File: src/rtl/pll_reset_seq_pkg.sv
// Purpose : shared types and constants for the PLL reset sequencer.
// Latency : n/a (package only).
// Backpressure : n/a (package only).
package pll_reset_seq_pkg;

  typedef enum logic [2:0] {
    WAIT_LOCK = 3'd0,
    STABLE    = 3'd1,
    MEM       = 3'd2,
    PERIPH    = 3'd3,
    RUN       = 3'd4
  } seq_state_t;

  localparam logic [7:0] LOSS_MAX = 8'd255;

  // Width of a counter that must reach (largest terminal count - 1).
  function automatic int cnt_width(input int lock_stable, input int stage_delay,
                                   input int debounce);
    int m;
    m = lock_stable;
    if (stage_delay > m) m = stage_delay;
    if (debounce > m) m = debounce;
    return (m < 2) ? 1 : $clog2(m);
  endfunction

endpackage

File: src/rtl/pll_reset_seq_sync2.sv
// Purpose : two-flop synchroniser bringing an asynchronous level into 'clock'.
// Latency : 2 clock edges from d to q.
// Backpressure : none; free-running level path.
// Ports   : clock, reset (async active-high, clears both flops), d (async in), q (synchronised out).
module pll_reset_seq_sync2 (
  input  logic clock,
  input  logic reset,
  input  logic d,
  output logic q
);

  logic meta_q, meta_d;
  logic sync_q, sync_d;

  always_comb begin
    meta_d = d;
    sync_d = meta_q;
  end

  always_ff @(posedge clock or posedge reset) begin
    if (reset) begin
      meta_q <= 1'b0;
      sync_q <= 1'b0;
    end else begin
      meta_q <= meta_d;
      sync_q <= sync_d;
    end
  end

  assign q = sync_q;

endmodule

File: src/rtl/pll_reset_sequencer.sv
// Purpose : waits for stable PLL lock, then releases memory, video+GPU, CPU resets in order.
// Latency : rst_memory falls LOCK_STABLE+2 edges after locked is first sampled high; each later stage STAGE_DELAY edges on.
// Backpressure : none; any lock loss (or debounced button press) re-asserts every reset on the next edge.
// Ports   : clock, reset (async active-high), locked (async PLL flag),
//           rst_memory/rst_video/rst_gpu/rst_cpu (active-high resets), ready (RUN),
//           lock_loss_count (saturating, 8 bit).
// Macro   : RESET_BUTTON_EN adds input 'btn' (async, active-high) with a DEBOUNCE-cycle filter.
module pll_reset_sequencer
  import pll_reset_seq_pkg::*;
#(
  parameter int LOCK_STABLE = 1024,
  parameter int STAGE_DELAY = 256,
  parameter int DEBOUNCE    = 16
) (
  input  logic       clock,
  input  logic       reset,
  input  logic       locked,
`ifdef RESET_BUTTON_EN
  input  logic       btn,
`endif
  output logic       rst_memory,
  output logic       rst_video,
  output logic       rst_gpu,
  output logic       rst_cpu,
  output logic       ready,
  output logic [7:0] lock_loss_count
);

  localparam int CW = cnt_width(LOCK_STABLE, STAGE_DELAY, DEBOUNCE);

  logic locked_sync;
  logic btn_hold;  // debounced button level; holds the sequencer in WAIT_LOCK

  pll_reset_seq_sync2 u_sync_locked (
    .clock (clock),
    .reset (reset),
    .d     (locked),
    .q     (locked_sync)
  );

`ifdef RESET_BUTTON_EN
  logic          btn_sync;
  logic          btn_deb_q, btn_deb_d;
  logic [CW-1:0] deb_cnt_q, deb_cnt_d;

  pll_reset_seq_sync2 u_sync_btn (
    .clock (clock),
    .reset (reset),
    .d     (btn),
    .q     (btn_sync)
  );

  // The level only flips after btn_sync has disagreed with it for DEBOUNCE
  // consecutive cycles; any agreeing cycle restarts the count.
  always_comb begin
    btn_deb_d = btn_deb_q;
    deb_cnt_d = '0;
    if (btn_sync != btn_deb_q) begin
      if (deb_cnt_q == CW'(DEBOUNCE - 1)) begin
        btn_deb_d = btn_sync;
      end else begin
        deb_cnt_d = deb_cnt_q + 1'b1;
      end
    end
  end

  always_ff @(posedge clock or posedge reset) begin
    if (reset) begin
      btn_deb_q <= 1'b0;
      deb_cnt_q <= '0;
    end else begin
      btn_deb_q <= btn_deb_d;
      deb_cnt_q <= deb_cnt_d;
    end
  end

  assign btn_hold = btn_deb_q;
`else
  assign btn_hold = 1'b0;
`endif

  seq_state_t    state_q, state_d;
  logic [CW-1:0] cnt_q, cnt_d;
  logic [7:0]    loss_q, loss_d;
  logic          rst_memory_q, rst_memory_d;
  logic          rst_video_q, rst_video_d;
  logic          rst_gpu_q, rst_gpu_d;
  logic          rst_cpu_q, rst_cpu_d;
  logic          ready_q, ready_d;
  logic          lock_lost;

  always_comb begin
    state_d   = state_q;
    cnt_d     = cnt_q;
    loss_d    = loss_q;
    lock_lost = (state_q != WAIT_LOCK) && !locked_sync;

    case (state_q)
      WAIT_LOCK: begin
        cnt_d = '0;
        if (locked_sync && !btn_hold) state_d = STABLE;
      end
      STABLE: begin
        if (cnt_q == CW'(LOCK_STABLE - 1)) begin
          state_d = MEM;
          cnt_d   = '0;
        end else begin
          cnt_d = cnt_q + 1'b1;
        end
      end
      MEM: begin
        if (cnt_q == CW'(STAGE_DELAY - 1)) begin
          state_d = PERIPH;
          cnt_d   = '0;
        end else begin
          cnt_d = cnt_q + 1'b1;
        end
      end
      PERIPH: begin
        if (cnt_q == CW'(STAGE_DELAY - 1)) begin
          state_d = RUN;
          cnt_d   = '0;
        end else begin
          cnt_d = cnt_q + 1'b1;
        end
      end
      RUN: begin
        cnt_d = '0;
      end
      default: begin
        state_d = WAIT_LOCK;
        cnt_d   = '0;
      end
    endcase

    // Abort overrides any terminal count reached in the same cycle.
    if ((state_q != WAIT_LOCK) && (lock_lost || btn_hold)) begin
      state_d = WAIT_LOCK;
      cnt_d   = '0;
    end
    // Only a real lock loss is counted, once even if the button also fired.
    if (lock_lost && (loss_q != LOSS_MAX)) loss_d = loss_q + 8'd1;

    // Outputs are registered from the next state so they change on the same
    // edge as the state register.
    rst_memory_d = !((state_d == MEM) || (state_d == PERIPH) || (state_d == RUN));
    rst_video_d  = !((state_d == PERIPH) || (state_d == RUN));
    rst_gpu_d    = !((state_d == PERIPH) || (state_d == RUN));
    rst_cpu_d    = (state_d != RUN);
    ready_d      = (state_d == RUN);
  end

  always_ff @(posedge clock or posedge reset) begin
    if (reset) begin
      state_q      <= WAIT_LOCK;
      cnt_q        <= '0;
      loss_q       <= 8'd0;
      rst_memory_q <= 1'b1;
      rst_video_q  <= 1'b1;
      rst_gpu_q    <= 1'b1;
      rst_cpu_q    <= 1'b1;
      ready_q      <= 1'b0;
    end else begin
      state_q      <= state_d;
      cnt_q        <= cnt_d;
      loss_q       <= loss_d;
      rst_memory_q <= rst_memory_d;
      rst_video_q  <= rst_video_d;
      rst_gpu_q    <= rst_gpu_d;
      rst_cpu_q    <= rst_cpu_d;
      ready_q      <= ready_d;
    end
  end

  assign rst_memory      = rst_memory_q;
  assign rst_video       = rst_video_q;
  assign rst_gpu         = rst_gpu_q;
  assign rst_cpu         = rst_cpu_q;
  assign ready           = ready_q;
  assign lock_loss_count = loss_q;

endmodule

File: config.mk
export PLATFORM = sky130hd
export DESIGN_NAME = pll_reset_sequencer
export DESIGN_NICKNAME = d
export VERILOG_FILES = /design/src/rtl/pll_reset_seq_pkg.sv /design/src/rtl/pll_reset_seq_sync2.sv /design/src/rtl/pll_reset_sequencer.sv
export SDC_FILE = /design/constraint.sdc
export NUM_CORES = 1
export LEC_CHECK = 0
export ABC_AREA = 1
export ABC_CLOCK_PERIOD_IN_PS = 2000
export CAP_MARGIN = 10
export CELL_PAD_IN_SITES_DETAIL_PLACEMENT = 0
export CELL_PAD_IN_SITES_GLOBAL_PLACEMENT = 1
export CORE_ASPECT_RATIO = 1.75
export CORE_MARGIN = 5
export CORE_UTILIZATION = 42
export CTS_CLUSTER_SIZE = 8
export DETAILED_ROUTE_END_ITERATION = 16
export PLACE_DENSITY_LB_ADDON = 0.1
export SLEW_MARGIN = 20
export SYNTH_ARGS = -nofsm -noshare
export SYNTH_HDL_FRONTEND = slang
export SYNTH_SLANG_ARGS = --single-unit
File: constraint.sdc
create_clock -name clock -period 2 [get_ports clock]
set_input_delay 0.6 -clock clock [delete_from_list [all_inputs] [get_ports clock]]
set_output_delay 0.6 -clock clock [all_outputs]
set_load 0.02 [all_outputs]
==> impl_results.md, run 1 <==
* Synthesis-to-layout area growth at 16.9%
* Effective utilization at floorplan at 42.9%
* Port-buffer cells at 15
* Max Clock Skew at 0.00761 ns
* Leakage Power at between 0.8 and 0.9 nW
* Number of antenna cells inserted at 0
* Slew Viols, Final at 0
* Number of register bits inferred by synthesis at 27
* Crit path buf inv count at 1
* Slowest cell on crit path: clkdlybuf4s50_1
* Arr. time, crit path at about 1.4 ns
* Transition time at the pin with the least slew margin at around 0.39 ns
* Top flip-flop cell by instance count after synthesis: dfrtp_1
* VDD IR-drop max at roughly 0.0005 V
* Setup-failing EPs final at 0
* Storage element area at roughly 680 um^2
* Top cell family by delay on the critical path: buffers and inverters
* Total power consumption of the routed design at approximately 0.0015 W
* Result of the run: finished clean
* Slew Limit Headroom at roughly three quarters
* Synth top area share at 41.7%
* Synthesized area at between 1000 and 1500 um^2
* Cell taking the most area after synthesis: dfrtp_1
* Highest clock frequency the design can meet at between 500 and 600 MHz
* Post-layout min period at between 1.5 and 2 ns
* Startpoint Class: flip-flop
* Period utilisation layout at between 90 and 100%
* Maximum capacitance violations at 0
* DRC violation count after routing at 0
* Critical path endpoint category: output pin
* Filler Cells Inserted at roughly 340
* First-pass GRT wire length at about 4.5 mm
* Most frequent cell after synthesis: nand2_1
* Largest net degree at the start of global routing at 28
* Maximum cell stage delay along the critical path at ~0.64 ns
* Top-level I/O count at 16
* Clock latency reported for the late side of the worst-skew pair at about 0.27 ns
* Clock tree root driver cell: clkbuf_8
* Type of the setup path with the least slack: flip-flop to output pin
* Most numerous cell types in the synthesized netlist: nand2_1, dfrtp_1, inv_1, nor2_2, xor2_1
* List of cells traversed by the critical path: clkdlybuf4s50_1
* Number of flops mapped to enable cells by yosys at 0
* HPWL reported at the end of detailed placement at approximately 2.0 mm
* Number of buffers created by CTS at 3
* 1st-iter DRT viols at 34
* Vias after detailed routing at 962
* Maximum clock insertion buffer count at 2
* Die Area at ~4700 um^2
* Worst EP required at about 1.4 ns
* Post-detailed-routing wire length at approximately 2.5 mm
* RSZ-0062 raised after global routing: no
* Post-detailed-route via-to-cell ratio at roughly 4.5
* Clock slew at the register clock pins of the worst setup and hold paths at approximately 0.090 ns
* Worst Hold Class: flip-flop to flip-flop
* Die width at ~54 um
* All-layer global routing usage at around an eighth
* # rows at 28
* Proportion of synthesized chip area in sequential cells at between 40% and 50%
* Clock tree from TritonCTS: yes
* Post-Route Setup TNS at 0 ns
* Die span in y at ~87 um
* Biggest area contributors in the synthesized netlist: dfrtp_1, xor2_1, nand2_1, dfstp_2, nor2_2
* Routability congestion estimate from global placement at around 0.81
* Final global-route overflow total at 0
* Routed WL per cell at 11.9 um
* Synth Area per Inst at 9.61 um^2
* Nets at 174
* Antenna violations before repair at 0
* Ys Warns at 0
* Area of the multi-input gates at about 660 um^2
* Post-CTS Hold Buffers at 0
* DRT Pass-1 Iters at 4
* Core area at 3360 um^2
* Clock H-tree levels at 1
* Number of instances in the synthesized netlist at 150
* Crit path max fanout at 5
* Number of global-route vias before repair at just over 1,000
* Residual antenna-violating net count after detailed routing at 0
* Fraction of final layout cells sized beyond drive strength 1 at between 30% and 40%
* Number of library cell types mapped by synthesis at 27
* Post-synth net total at roughly 160
* Proportion of synthesized flip-flops having asynchronous set or reset at 100%
* Power density relative to cell area at about 880 nW/um^2
* Final hold violations at 0
* Clock tree sinks at 27
-- what timing repair did --
| action | in CTS | in global routing |
|---|---|---|
| buffers inserted | 0 | 0 |
| gates resized for setup | 4 | 3 |
| pin swaps | 0 | 0 |
| setup endpoints to repair | 4 | 3 |
-- worst paths after layout --
kind	from	endpoint	slack (ns)	cells after the start
max	lock_loss_count[0]$_DFFE_PP0P_	lock_loss_count[0]	0.05	1
max in group asynchronous	reset	rst_memory$_DFF_PP1_	1.02	3
min reg2reg	u_sync_locked.meta_q$_DFF_PP0_	u_sync_locked.q$_DFF_PP0_	0.36	0
min in group asynchronous	reset	state_q[0]$_DFF_PP0_	0.69	3
max reg2reg	lock_loss_count[0]$_DFFE_PP0P_	lock_loss_count[5]$_DFFE_PP0P_	0.48	6
min	u_sync_locked.meta_q$_DFF_PP0_	u_sync_locked.q$_DFF_PP0_	0.36	0
-- where the power goes --
| part | switching, W | total (W) | leakage [nW] | internal [W] |
|---|---|---|---|---|
| clock network | 0.000165 | 0.000305 | 0.0255 | 0.000139 |
| registers | 0.0000742 | 0.000683 | 0.354 | 0.000608 |
| logic | 0.000306 | 0.000489 | 0.446 | 0.000183 |
| total | 0.000545 | 0.00148 | 0.825 | 0.000931 |
-- logic make-up (layout without fill, tap and decap cells) --
logic type	count (synthesis)	count (layout)	share of synthesized area, %
buffers and inverters	23	41	6.77
adder cells (fa/ha/maj)	2	2	1.74
flip-flops	27	27	47.1
AO/OA/AOI/OAI	11	11	5.55
XOR/XNOR	14	14	8.51
AND/OR/NAND/NOR	73	73	30.3
-- cells in the final DEF (no fill, tap or decap), types with 2 or more instances in the layout --
| cell type | instances |
|---|---|
| clkbuf_8 | 3 |
| clkdlybuf4s50_1 | 8 |
| dfrtp_1 | 24 |
| dfstp_2 | 3 |
| dlygate4sd2_1 | 4 |
| dlymetal6s2s_1 | 3 |
| ha_1 | 2 |
| inv_1 | 12 |
| inv_2 | 9 |
| nand2_1 | 27 |
| nand2_2 | 8 |
| nand2_4 | 2 |
| nand3_1 | 5 |
| nand4_1 | 2 |
| nor2_1 | 6 |
| nor2_2 | 12 |
| nor2_4 | 4 |
| nor3_1 | 3 |
| o21ai_0 | 3 |
| o21ai_2 | 5 |
| xnor2_1 | 2 |
| xor2_1 | 12 |
-- cell type report --
class                   instances  area share [%]
clock buffers                   3            2.45
repair buffers                 16            9.50
multi-input cells             100            39.4
flip-flops and latches         27            40.3
clock inverters                 1           0.297
inverters                      21            4.68
well taps                      45            3.34
-- through the flow --
stage / hold slack (ns) / area (um^2) / std cells / setup slack, ns / utilization, %
after CTS: 0.369 / 1680 / 213 / 0.00843 / 49.9
after floorplan: 0.331 / 1440 / 150 / 0.494 / -
after global placement: 0.335 / 1640 / 209 / 0.296 / 48.7
final: 0.363 / 1690 / 213 / 0.0541 / 50.1
after detailed placement: 0.345 / 1640 / 209 / 0.297 / 48.7
after global routing: 0.370 / 1690 / 213 / 0.0158 / 50.1
-- routing by layer --
layer | wire (um) | track usage (%) | vias up
li1 | - | - | 496
met2 | 1420 | 23.8 | 11
met4 | 38 | 4.76 | 0
met3 | 69 | 2.74 | 4
met1 | 1010 | 13.4 | 451
met5 | 0 | 0 | -
-- registers in the layout, indices dropped and copies added (netlist names) --
register,count
u_sync_locked.q,1
cnt_q,10
ready,1
lock_loss_count,8
state_q,3
rst_gpu,1
rst_memory,1
u_sync_locked.meta_q,1
rst_cpu,1
Power figures use the tool's default switching activity.
==> run 2, diff against run 1 <==
--- a/config.mk
+++ b/config.mk
@@ -6,13 +6,13 @@
 export NUM_CORES = 1
 export LEC_CHECK = 0
 export ABC_AREA = 1
-export ABC_CLOCK_PERIOD_IN_PS = 2000
+export ABC_CLOCK_PERIOD_IN_PS = 1600
 export CAP_MARGIN = 10
 export CELL_PAD_IN_SITES_DETAIL_PLACEMENT = 0
 export CELL_PAD_IN_SITES_GLOBAL_PLACEMENT = 1
 export CORE_ASPECT_RATIO = 1.75
 export CORE_MARGIN = 5
-export CORE_UTILIZATION = 42
+export CORE_UTILIZATION = 38
 export CTS_CLUSTER_SIZE = 8
 export DETAILED_ROUTE_END_ITERATION = 16
 export PLACE_DENSITY_LB_ADDON = 0.1
==> constraint.sdc (replaced) <==
create_clock -name clock -period 1.6 [get_ports clock]
set_input_delay 0.48 -clock clock [delete_from_list [all_inputs] [get_ports clock]]
set_output_delay 0.48 -clock clock [all_outputs]
set_load 0.02 [all_outputs]
==> run 2 against run 1 <==
  * Sequential cell count is the same
  * Register-to-register slack lost 0.36 ns
  * Global-route usage shrank 1.9 points
  * Clock power grew 28%
  * Cell count grew 4.2%
  * Combinational power grew 37%
  * Worst hold slack lost 0.0020 ns
  * Non-clock buffer count grew 8
  * Core utilization shrank 2.8 points
  * Critical path depth is the same
  * Largest power group unchanged
  * Critical path type unchanged
  * Via count grew 5.6%
==> impl_results.md, run 2 (synthesized netlist as in run 1, its figures left out) <==
* Number of antenna cells inserted at 0
* Share of power burned in registers at 43.9%
* Least setup slack across all paths after layout at around 0.029 ns
* Clock tree from TritonCTS: yes
* Slowest cell on crit path: dfstp_2
* Result of the run: finished clean
* Die width at 56.6 um
* RSZ-0062 raised after global routing: no
* Number of cells in the finished layout apart from fillers at 222
* Largest net degree at the start of global routing at 17
* Max FFs per register at 10
* Clock slew at the register clock pins of the worst setup and hold paths at around 0.10 ns
* Die span in y at 91.5 um
* VDD IR-drop max at between 0.001 and 0.0015 V
* Critical path endpoint category: output pin
* All-layer global routing usage at 11.0%
* Period utilisation layout at slightly below 100%
* Crit path buf inv count at 1
* Top-level I/O count at 16
* Final hold violations at 0
* Routed WL per cell at ~12 um
* Post-detailed-routing wire length at around 2.6 mm
* HPWL reported at the end of detailed placement at between 2 and 2.5 mm
* Synthesis-to-layout area growth at 20.2%
* Maximum cell stage delay along the critical path at around 0.53 ns
* Vias after detailed routing at 1,016
* Top cell family by delay on the critical path: flip-flops
* Routing usage on met3 at 1.56%
* Fraction of final layout cells sized beyond drive strength 1 at 36.9%
* First-pass GRT wire length at 4.48 mm
* Placed Cells at 216
* Maximum capacitance violations at 0
* Clock tree sinks at 27
* Post-Layout Inst Area at 1730 um^2
* Slew Limit Headroom at 77.4%
* Combinational fraction of design power at between 30% and 40%
* 1st-iter DRT viols at 19
* DRC violation count after routing at 0
* # rows at 29
* Most frequent standard cell in the layout excluding fill and tap cells: nand2_1
* Maximum clock insertion buffer count at 2
* Antenna violations before repair at 0
* Number of global-route vias before repair at around 1,100
* Post-detailed-route via-to-cell ratio at approximately 4.6
* Layout Utilization at between 40% and 50%
* Commonest cells after routing, fill and taps aside: nand2_1, dfrtp_1, inv_1, nor2_2, xor2_1
* Clock latency reported for the late side of the worst-skew pair at approximately 0.27 ns
* Placement-stage worst setup slack at around 0.019 ns
* Net load switching power at slightly above 0.0007 W
* Core area at ~3700 um^2
* Highest clock frequency the design can meet at around 640 MHz
* Leakage Power at approximately 0.86 nW
* Worst EP required at 1.12 ns
* Grt peak-use layer: met2
* Slew Viols, Final at 0
* List of cells traversed by the critical path: clkdlybuf4s15_1
* Number of buffers created by CTS at 3
* Routability congestion estimate from global placement at around 0.83
* Startpoint Class: flip-flop
* Effective utilization at floorplan at about 39%
* Arr. time, crit path at approximately 1.1 ns
* Power density relative to cell area at 1090 nW/um^2
* Post-layout min period at around 1.6 ns
* DRT Pass-1 Iters at 4
* Clock network fraction of total power at ~21%
* Type of the setup path with the least slack: flip-flop to output pin
* Post-Route Setup TNS at 0 ns
* Met2 usage in global routing at a little over a fifth
* Clock tree root driver cell: clkbuf_8
* Nets at ~180
* Cell Area, Placed at about 1700 um^2
* Clock H-tree levels at 1
* Max Clock Skew at between 0.009 and 0.01 ns
* Setup-failing EPs final at 0
* Residual antenna-violating net count after detailed routing at 0
* Die Area at slightly above 5000 um^2
* Internal at 0.00119 W
* Register with the most flip-flops: cnt_q
* Proportion of total power due to net switching at 37.4%
* Worst Hold Class: flip-flop to flip-flop
* Final global-route overflow total at 0
* Transition time at the pin with the least slew margin at about 0.34 ns
* Port-buffer cells at 15
* Crit path max fanout at 1
* Routing usage on met1 at between 10 and 15%
-- run 2: cell types whose count changed in the layout (fill, tap and decap cells not counted) --
cell,delta
buf_4,+7
clkdlybuf4s50_1,-6
dlygate4sd2_1,+5
clkbuf_2,+3
dlymetal6s2s_1,-3
buf_12,+1
clkdlybuf4s15_1,+1
ha_1,-1
ha_2,+1
-- run 2: layout make-up --
type | instances | area (um^2)
inverter | 21 | 78.8
sequential | 27 | 679
timing repair buffer | 24 | 204
multi-input combinational | 100 | 667
fill | 362 | 1930
clock inverter | 1 | 5.00
clock buffer | 3 | 41.3
tap | 46 | 57.6
-- run 2: repair_timing --
| item | CTS | global route |
|---|---|---|
| buffers inserted | 0 | 2 |
| hold buffers | 0 | 0 |
| endpoints found under the setup margin | 13 | 14 |
| pin swaps | 0 | 1 |
| gates cloned | 0 | 0 |
| gates resized for setup | 17 | 4 |
-- run 2: per-layer routing --
layer,routed length (um),up-vias
li1,-,515
met1,1040,491
met2,1540,8
met3,43,2
met4,29,0
met5,0,-
-- run 2: power by group through the flow --
stage / registers [W] / logic [W] / clock network [W]
2_1_floorplan: 0.000910 / 0.000398 / 0
3_3_place_gp: 0.000844 / 0.000658 / 0
3_5_place_dp: 0.000847 / 0.000672 / 0
4_1_cts: 0.000835 / 0.000640 / 0.000407
5_1_grt: 0.000847 / 0.000754 / 0.000431
6_report: 0.000833 / 0.000672 / 0.000391
-- run 2: final timing paths --
path                                             endpoint  slack [ns]                           start  depth (start not counted)
hold / removal                  u_sync_locked.q$_DFF_PP0_        0.36  u_sync_locked.meta_q$_DFF_PP0_                          0
setup / recovery                                  rst_cpu        0.03               rst_cpu$_DFF_PP1_                          1
min in group asynchronous  u_sync_locked.meta_q$_DFF_PP0_        0.50                           reset                          3
hold reg to reg                 u_sync_locked.q$_DFF_PP0_        0.36  u_sync_locked.meta_q$_DFF_PP0_                          0
setup reg to reg           lock_loss_count[0]$_DFFE_PP0P_        0.12  lock_loss_count[0]$_DFFE_PP0P_                          7
max in group asynchronous              cnt_q[1]$_DFF_PP0_        0.86                           reset                          3
-- run 2: stage by stage --
step                      hold WS, ns  power, W
after CTS                       0.365   0.00188
after detailed placement        0.341   0.00152
after floorplan                 0.331   0.00131
final                           0.361   0.00190
after global routing            0.373   0.00203
after global placement          0.336   0.00150
==> run 3, diff against run 2 <==
--- a/config.mk
+++ b/config.mk
@@ -15,6 +15,7 @@
 export CORE_UTILIZATION = 38
 export CTS_CLUSTER_SIZE = 8
 export DETAILED_ROUTE_END_ITERATION = 16
+export GPL_TIMING_DRIVEN = 0
 export PLACE_DENSITY_LB_ADDON = 0.1
 export SLEW_MARGIN = 20
 export SYNTH_ARGS = -nofsm -noshare
==> run 3 against run 2 <==
  * Sequential cell count is the same
  * Clock skew shrank 0.0059 ns
  * Die area is the same
  * Cell count shrank 0.90%
  * Critical endpoint unchanged
  * Sequential power grew 3.6%
  * Clock-buffer cell count grew 1
  * Fmax grew 0.56%
  * Wire length grew 3.2%
  * Core utilization grew 0.31 points
  * Worst hold slack lost 0.0076 ns
  * Global-route usage grew 0.20 points
  * Final area grew 0.65%
  * Highest routed layer unchanged
==> impl_results.md, run 3 (synthesized netlist as in run 1, its figures left out) <==
* Slew Viols, Final at 0
* Die Area at 5170 um^2
* Vias after detailed routing at 1,015
* Period utilisation layout at between 90 and 100%
* Core area at roughly 3700 um^2
* All-layer global routing usage at 11.2%
* Number of antenna cells inserted at 0
* Maximum cell stage delay along the critical path at around 0.53 ns
* Maximum clock insertion buffer count at 2
* Top-level I/O count at 16
* Arr. time, crit path at around 1.1 ns
* Proportion of total power due to net switching at 37.8%
* Clock H-tree levels at 1
* Register with the most flip-flops: cnt_q
* Slew Limit Headroom at between 60% and 70%
* First-pass GRT wire length at about 4.7 mm
* Routability congestion estimate from global placement at approximately 0.78
* Clock tree sinks at 27
* Max FFs per register at 10
* Max Clock Skew at around 0.0035 ns
* # rows at 29
* DRC violation count after routing at 0
* Number of global-route vias before repair at 1,123
* Antenna violations before repair at 0
* Clock tree root driver cell: clkbuf_8
* Port-buffer cells at 15
* DRT Pass-1 Iters at 4
* List of cells traversed by the critical path: clkdlybuf4s15_1
* Filler Cells Inserted at 389
* Maximum capacitance violations at 0
* Internal at 0.00120 W
* Post-detailed-route via-to-cell ratio at about 4.6
* Residual antenna-violating net count after detailed routing at 0
* Setup-failing EPs final at 0
* Crit path buf inv count at 1
* Type of the setup path with the least slack: flip-flop to output pin
* VDD IR-drop max at 0.000705 V
* Combinational fraction of design power at ~36%
* Critical path endpoint category: output pin
* Post-detailed-routing wire length at around 2.7 mm
* Share of power burned in registers at between 40% and 50%
* Final hold violations at 0
* Crit path max fanout at 1
* Highest clock frequency the design can meet at around 640 MHz
* Number of buffers created by CTS at 3
* Clock slew at the register clock pins of the worst setup and hold paths at around 0.090 ns
* Storage element area at just under 700 um^2
* Effective utilization at floorplan at around two fifths
* Synthesis-to-layout area growth at 21.0%
* Commonest cells after routing, fill and taps aside: nand2_1, dfrtp_1, nor2_2, xor2_1, inv_1
* 1st-iter DRT viols at 11
* Transition time at the pin with the least slew margin at approximately 0.58 ns
* Slowest cell on crit path: dfstp_2
* Clock latency reported for the late side of the worst-skew pair at around 0.26 ns
* Area of the multi-input gates at between 700 and 800 um^2
* Die width at 56.6 um
* Worst EP required at about 1.1 ns
* Number of cells in the finished layout apart from fillers at 220
* Clock network fraction of total power at approximately a fifth
* Clock tree from TritonCTS: yes
* Post-Route Setup TNS at 0 ns
* Result of the run: finished clean
* Power density relative to cell area at 1110 nW/um^2
* Largest net degree at the start of global routing at 28
* RSZ-0062 raised after global routing: yes
* Post-CTS Hold Buffers at 0
* HPWL reported at the end of detailed placement at roughly 2.0 mm
* Net load switching power at roughly 0.00073 W
* Final global-route overflow total at 0
* Top cell family by delay on the critical path: flip-flops
* Routed WL per cell at approximately 12 um
* Post-layout min period at roughly 1.6 ns
* Fraction of final layout cells sized beyond drive strength 1 at between 30 and 40%
* Most frequent standard cell in the layout excluding fill and tap cells: nand2_1
* Placed Cells at about 210
* Startpoint Class: flip-flop
* Die span in y at slightly above 90 um
* Leakage Power at slightly above 0.8 nW
* Nets at 180
* Worst Hold Class: flip-flop to flip-flop
==> run 3: per-stage QoR <==
stage | util [%] | setup WS, ns | hold WS [ns] | power, W | instance area, um^2
global placement | 45.0 | -0.155 | 0.334 | 0.00150 | 1650
global route | 47.6 | -0.0177 | 0.364 | 0.00206 | 1740
finish | 47.6 | 0.0376 | 0.353 | 0.00193 | 1740
CTS | 45.9 | 0.00592 | 0.358 | 0.00187 | 1680
detailed placement | 45.0 | -0.202 | 0.336 | 0.00151 | 1650
floorplan | - | 0.0943 | 0.331 | 0.00131 | 1440
==> run 3: layout make-up <==
type                       instances  share of cell area (%)
tap                               46                    3.30
timing repair buffer              19                    9.11
sequential                        27                    39.0
buffer                             2                    1.08
clock buffer                       4                    2.58
inverter                          21                    4.52
multi-input combinational        101                    40.4
==> run 3: repair_timing <==
action,CTS,global route
gates resized for setup,17,10
pin swaps,0,2
endpoints found under the setup margin,13,24
setup buffers,0,4
cloned,0,1
==> run 3: path summary, 6_finish.rpt <==
check	slack, ns	from	endpoint	cells past startpoint
min in group asynchronous	0.58	reset	ready$_DFF_PP0_	2
setup / recovery	0.04	rst_cpu$_DFF_PP1_	rst_cpu	1
setup reg to reg	0.09	cnt_q[0]$_DFF_PP0_	cnt_q[6]$_DFF_PP0_	10
hold / removal	0.35	u_sync_locked.meta_q$_DFF_PP0_	u_sync_locked.q$_DFF_PP0_	0
hold reg to reg	0.35	u_sync_locked.meta_q$_DFF_PP0_	u_sync_locked.q$_DFF_PP0_	0
max in group asynchronous	0.60	reset	lock_loss_count[0]$_DFFE_PP0P_	2
==> run 3: power groups by stage <==
stage | clock, W | sequential (W) | combinational (W)
finish | 0.000376 | 0.000863 | 0.000695
global route | 0.000421 | 0.000877 | 0.000765
CTS | 0.000402 | 0.000849 | 0.000614
detailed placement | 0 | 0.000862 | 0.000646
global placement | 0 | 0.000860 | 0.000636
floorplan | 0 | 0.000910 | 0.000398
==> run 3: layer usage <==
metal / track usage [%] / wire (um) / vias to the layer above
li1: - / - / 512
met1: 11.3 / 1080 / 495
met2: 21.2 / 1580 / 6
met3: 1.99 / 45 / 2
met4: 5.15 / 29 / 0
met5: 0 / 0 / -
